## src/rtl/bcd_to_binary.sv

```systemverilog
// Sequential BCD-to-binary converter (reverse double-dabble, one bit per clock).
// Ports: clk, rst_n (sync, active-low), in_valid/in_ready/in_bcd request side,
//   out_valid/out_ready/out_bin/out_err result side. Define BCD2BIN_ERR_CHECK_EN
//   to flag digits > 9 on out_err; otherwise out_err is tied low.
module bcd_to_binary #(
  parameter int DIGITS = 4,
  localparam int W = 4 * DIGITS
) (
  input  logic         clk,
  input  logic         rst_n,
  input  logic         in_valid,
  output logic         in_ready,
  input  logic [W-1:0] in_bcd,
  output logic         out_valid,
  input  logic         out_ready,
  output logic [W-1:0] out_bin,
  output logic         out_err
);

  localparam int CW = $clog2(W + 1);

  typedef enum logic [1:0] {
    IDLE  = 2'd0,
    SHIFT = 2'd1,
    DONE  = 2'd2
  } state_t;

  state_t state_q, state_d;
  logic [W-1:0]  bcd_q, bcd_d;
  logic [W-1:0]  bin_q, bin_d;
  logic [CW-1:0] cnt_q, cnt_d;

  logic [2*W-1:0] cat;
  logic [W-1:0]   sh_bcd;
  logic [W-1:0]   sh_bin;
  logic [W-1:0]   adj_bcd;

  // One reverse double-dabble step: shift right, then pull every digit
  // that landed at >= 8 back down by 3.
  always_comb begin
    cat     = {bcd_q, bin_q} >> 1;
    sh_bcd  = cat[2*W-1:W];
    sh_bin  = cat[W-1:0];
    adj_bcd = sh_bcd;
    for (int i = 0; i < DIGITS; i++) begin
      if (sh_bcd[4*i+:4] >= 4'd8)
        adj_bcd[4*i+:4] = sh_bcd[4*i+:4] - 4'd3;
    end
  end

`ifdef BCD2BIN_ERR_CHECK_EN
  logic err_q, err_d;
  logic bad_digit;

  always_comb begin
    bad_digit = 1'b0;
    for (int i = 0; i < DIGITS; i++) begin
      if (in_bcd[4*i+:4] > 4'd9)
        bad_digit = 1'b1;
    end
  end
`endif

  always_comb begin
    state_d = state_q;
    bcd_d   = bcd_q;
    bin_d   = bin_q;
    cnt_d   = cnt_q;
`ifdef BCD2BIN_ERR_CHECK_EN
    err_d   = err_q;
`endif
    unique case (state_q)
      IDLE: begin
        if (in_valid) begin
          bcd_d   = in_bcd;
          bin_d   = '0;
          cnt_d   = '0;
          state_d = SHIFT;
`ifdef BCD2BIN_ERR_CHECK_EN
          err_d   = 1'b0;
          if (bad_digit) begin
            err_d   = 1'b1;
            state_d = DONE;
          end
`endif
        end
      end
      SHIFT: begin
        bcd_d = adj_bcd;
        bin_d = sh_bin;
        cnt_d = cnt_q + 1'b1;
        if (cnt_q == CW'(W - 1))
          state_d = DONE;
      end
      DONE: begin
        if (out_ready)
          state_d = IDLE;
      end
      default: state_d = IDLE;
    endcase
  end

  always_ff @(posedge clk) begin
    if (!rst_n) begin
      state_q <= IDLE;
      bcd_q   <= '0;
      bin_q   <= '0;
      cnt_q   <= '0;
`ifdef BCD2BIN_ERR_CHECK_EN
      err_q   <= 1'b0;
`endif
    end else begin
      state_q <= state_d;
      bcd_q   <= bcd_d;
      bin_q   <= bin_d;
      cnt_q   <= cnt_d;
`ifdef BCD2BIN_ERR_CHECK_EN
      err_q   <= err_d;
`endif
    end
  end

  assign in_ready  = (state_q == IDLE);
  assign out_valid = (state_q == DONE);
  assign out_bin   = bin_q;
`ifdef BCD2BIN_ERR_CHECK_EN
  assign out_err   = err_q;
`else
  assign out_err   = 1'b0;
`endif

endmodule

```

## config.mk

```make
export PLATFORM = sky130hd
export DESIGN_NAME = bcd_to_binary
export DESIGN_NICKNAME = d
export VERILOG_FILES = /design/src/rtl/bcd_to_binary.sv
export SDC_FILE = /design/constraint.sdc
export NUM_CORES = 1
export LEC_CHECK = 0
export ABC_AREA = 0
export BUFFER_PORTS_ARGS = -buffer_cell sky130_fd_sc_hd__buf_2
export CORE_ASPECT_RATIO = 1.25
export CORE_UTILIZATION = 58
export DETAILED_ROUTE_END_ITERATION = 8
export GPL_ROUTABILITY_DRIVEN = 0
export PLACE_DENSITY = 0.84
export SYNTH_ARGS = -nofsm -noshare
export SYNTH_HDL_FRONTEND = slang
export SYNTH_SLANG_ARGS = --single-unit
export TNS_END_PERCENT = 10
```

## constraint.sdc

```tcl
create_clock -name clk -period 3.05 [get_ports clk]
set_input_delay 0.305 -clock clk [delete_from_list [all_inputs] [get_ports clk]]
set_output_delay 0.305 -clock clk [all_outputs]
set_load 0.03 [all_outputs]
```

# Word-level counts from Yosys, hierarchy flattened
# Cells that the tools add are included.
[op_classes]
n_reduce_logical = 4
mux = 14
n_addsub = 5
eq_ne = 6
n_lt_le_gt_ge = 4
[ops]
columns = ["op", "count"]
rows = [
  ["16-bit case mux with 2 select lines", 2],
  ["16-bit 2-to-1 mux", 2],
  ["4-bit 2-to-1 mux", 4],
  ["4-bit greater-or-equal comparator (second input constant)", 3],
  ["4-bit by 2-bit subtractor with 4-bit output (second input constant)", 3],
  ["5-bit case mux with 2 select lines", 1],
  ["2-bit 2-to-1 mux", 3],
  ["2-bit case mux with 3 select lines", 1],
  ["5-bit by 1-bit adder with 5-bit output (second input constant)", 1],
  ["5-bit by 4-bit == test with 1-bit output (second input constant)", 1],
  ["5-bit 2-to-1 mux", 1],
  ["3-bit by 4-bit greater-or-equal comparator with 1-bit output (second input constant)", 1],
  ["2-bit != test (second input constant)", 2],
  ["3-bit by 2-bit subtractor with 4-bit output (second input constant)", 1],
  ["3-bit AND reduction", 1],
  ["2-bit by 1-bit == test with 1-bit output (second input constant)", 1],
  ["2-bit == test (second input constant)", 1],
  ["2-bit logical NOT", 1],
  ["2-bit by 1-bit != test with 1-bit output (second input constant)", 1],
  ["2-bit AND reduction", 1],
  ["2-bit nonzero test", 1],
]
[word_totals]
output_inout_bits = 19
input_bits = 20
register_bits = 39
wordCells = 37

# Logic depth before layout (Yosys ltp)
[logic_depth]
word_depth = 3
ltp_mapped = 5
mapped_depth_nobuf = 5

# Least setup slack after synthesis
# Ideal clock, no wire load.
[synth_timing]
path_type = "reg-to-reg"
start = "register state_q[1]"
end = "register state_q[1]"
slack_ns = 1.717
setup_time_ns = 0.066
path_stages_with_launch = 4
period_less_slack_ns = 1.333
arrival_ns = 1.267
required_ns = 2.984
n_path_buf = 0
path_cell_list = "dfxtp_1 -> nor2b_1 -> a22oi_1 -> nor2b_1"
[synth_between]
elab_chain_len = 3
word_cells_on_any_way = 8
cone_classes = "eq/ne: 5; mux: 1; reduce/logical: 2"
[synth_rtl]
columns = ["item", "line_no", "source"]
rows = [
  ["start, declared", "28", "state_t state_q, state_d;"],
  ["start signal, assigned", "113", "state_q <= state_d;"],
  ["2-bit == test (*)", "n/a", ""],
  ["via out_valid", "14", "output logic out_valid,"],
  ["2-bit by 1-bit != test with 1-bit output (no line)", "n/a", ""],
  ["3-bit AND reduction (no line)", "n/a", ""],
]
# Mark *: on every way through the listed nets, which the timed path passes. The rest lies on a longest branch.
# A chain may end at the register's enable or synchronous reset.

# Final worst setup path
[layout_timing]
start = "register state_q[0]"
end = "register bcd_q[0]"
[layout_between]
elab_chain_len = 3
word_cells_on_any_way = 6
cone_classes = "eq/ne: 2; mux: 1; reduce/logical: 3"
[layout_rtl]
columns = ["item", "line_no", "source"]
rows = [
  ["2-bit by 1-bit == test with 1-bit output or 2-bit logical NOT (tied branches)", "72", "unique case (state_q)"],
  ["2-bit nonzero test (no line) or 2-bit != test (tied branches)", "n/a", ""],
  ["2-bit AND reduction (no line)", "n/a", ""],
  ["end signal, assigned", "106", "bcd_q <= '0;"],
  ["end signal, assigned", "114", "bcd_q <= bcd_d;"],
  ["end, declared", "29", "logic [W-1:0] bcd_q, bcd_d;"],
]
# Parallel ways exist; a longest one is shown, timed or not.

==> results.toml <==
[setup_path]
cpPeakStageDelay_ns = 0.71
critical_path.max_fanout = 30
crit_type = "reg -> reg"
path_cells = "nor2b_4 > nand2_2 > o211ai_1"
r2r-end = "bcd_q[0]"
cp.arrival_ns = 2.18
reg2reg_from = "state_q[0]"
cp_num_buf_inv = 0
startpoint_type = "flop"
reg2reg_depth = 3
worst_ep_required_time_ns = 3.27
rrSetupSlack_ns = 1.09
end_kind = "flop"
crit_family = "simple AND/OR/NAND/NOR gates"
slowest_stage = "dfxtp_1"

[sta]
rsz0062_at_grt = "false"
drv_slew = 0
max_freq_ghz = 0.510
min_period_ns = 1.96
period_share = 0.642
setup-tns-final_ns = 0
tightest_slew_ns = 0.864
setup-violations-final = 0
hold_viol_final = 0
slew_headroom = 0.421
finClkSkew_ns = 0.00737

[cells_and_area]
fin_area_mm2 = 0.00216
diodes = 0
drive_gt1_frac = 0.225
finish.utilization = 0.677
fillers = 284
syn2layout_area_growth_pct = 12.7
nets = 263
finalNonFillerCells = 273

[floorplanning]
io_pins = 39
die_area_mm2 = 0.00354
initial_core_util = 0.601
die_w_um = 53.5
num_rows = 23
die_y_um = 66.3
fp.coreArea_mm2 = 0.00319

[clock_network]
cts_tree = "built"
clk_pin_slew_ns = 0.08
cts_root_buf = "clkbuf_8"
clk_latency_ns = 0.30
postCtsSetupBuffers = 0
numCtsBuffers = 5
clk_path_buf_depth = 2
ctsHoldBuffers = 0
ctsHtreeMaxLevel = 2
postCtsResizedCells = 0
clock_sinks = 39

[run]
maxCapViolCount = 0

[run_status]
status = "complete, but fails checks"
violations = "design-rule violations"

[yosys]
async_flop_share = 0
synth_cells = 205
netlist_area_mm2 = 0.00192
synth_edf_count = 0
synthTopCellsByArea = "dfxtp_1 41%, nor2b_1 8.1%, a22oi_1 7.4%"
synth_top_area_frac = 0.407
synthDistinctLibCells = 40
synth_commonest_cells = "39 x dfxtp_1, 25 x nor2b_1, 19 x a22oi_1, 15 x nand3_1, 13 x inv_1"
synth-seq-area-share = 0.407
synth_fp_nets = 233
synth_ff_type = "dfxtp_1"
yosysTopAreaCell = "dfxtp_1"
yosysWarnings = 0
synth_area_per_cell_um2 = 9.36
synth-seq-cells = 39
yosysMostFrequentCell = "dfxtp_1"

[detailed_routing]
wire_per_inst_um = 13.7
ant_nets = 0
first_pass_iters = 6
num_vias = 1557
drt_iter0_drc = 37
viasPerCell = 5.70
drc = 2
routed_wl_um = 3750

[hold_path]
hold_depth = 3
hp-class = "in -> reg"
hold_start = "in_bcd[8]"
min_to = "bcd_q[8]"

[pwr]
ir_worst_vdd_uv = 454
p_leak_nw = 0.893
power_density_mw_per_mm2 = 530
power_mw = 1.15

[grt]
grt_pass1_wl_um = 5880
antenna_found_initial = 0
grt_overflow_total = 0
grt_util_all_layers = 0.231
first_global_vias = 1357
grt_start_max_net_pins = 31

[placement]
place_inst = 265
place_area_mm2 = 0.00205
io_buffers = 37
hpwlAfterDp_um = 2570
kinds of logic (layout without fill, tap and decap cells):
group                    count (synthesis)  in the layout  share of synthesized area
multiplexers                             2              2                     0.0104
other                                    1              1                    0.00195
adder cells (fa/ha/maj)                  8              8                     0.0522
buffers and inverters                   28             59                     0.0841
flip-flops                              39             39                      0.407
XOR/XNOR                                 6              6                     0.0274
AND/OR/NAND/NOR                         66             66                      0.200
AO/OA/AOI/OAI                           55             55                      0.217
cells in the final DEF, fill, tap and decap left out, drive strengths merged:
cell type,instances
a211oi,1
a21oi,4
a22o,4
a22oi,19
a311oi,3
and2,1
and3,1
and3b,1
buf,38
bufinv,1
clkbuf,6
clkinv,1
conb,1
dfxtp,39
ha,8
inv,13
mux2i,2
nand2,4
nand2b,2
nand3,15
nand3b,1
nand4,1
nor2,9
nor2b,28
nor3,2
nor3b,1
o211a,3
o211ai,8
o21a,1
o21ai,6
o21ba,1
o21bai,1
o22ai,1
o31ai,3
xnor2,6
cell type report:
class                      instances  area (um2)  share of cell area
multi-input combinational        138         977               0.452
clock buffer                       6        82.6              0.0382
inverter                          13        48.8              0.0226
clock inverter                     2        35.0              0.0162
timing repair buffer              38         193              0.0891
sequential                        39         781               0.361
tap                               37        46.3              0.0214
metrics by stage:
stage	setup WS [ns]	hold slack, ns
2_1_floorplan	1.72	0.455
3_3_place_gp	1.20	0.486
3_5_place_dp	1.10	0.498
4_1_cts	1.07	0.248
5_1_grt	0.899	0.272
6_report	1.09	0.248
power breakdown:
group	internal, mW	switching, mW	total [mW]
clock	0.265	0.182	0.446
sequential	0.532	0.0287	0.561
combinational	0.0632	0.0765	0.140
worst reg2reg max path: stages (launching register included):
cell,delay [ns]
dfxtp_1,0.71
nor2b_4,0.71
nand2_2,0.23
o211ai_1,0.23
state kept, by name (all words and copies together), names as in the netlist:
name     cells
out_bin     16
cnt_q        5
state_q      2
bcd_q       16
worst max-delay path by stage:
stage	cells past startpoint	startpoint	end
2_1_floorplan	3	state_q[1]	state_q[1]
3_3_place_gp	3	state_q[0]	bcd_q[0]
3_5_place_dp	3	state_q[0]	bcd_q[0]
4_1_cts	3	state_q[0]	bcd_q[0]
5_1_grt	3	state_q[0]	bcd_q[0]
6_report	3	state_q[0]	bcd_q[0]
layer usage:
metal | GRT usage | vias to the layer above | wire [um]
li1 | - | 776 | -
met1 | 0.277 | 734 | 1580
met2 | 0.373 | 41 | 1930
met3 | 0.0667 | 6 | 182
met4 | 0.102 | 0 | 58
met5 | 0 | - | 0
Note: power is estimated with default switching activity, not from simulation.
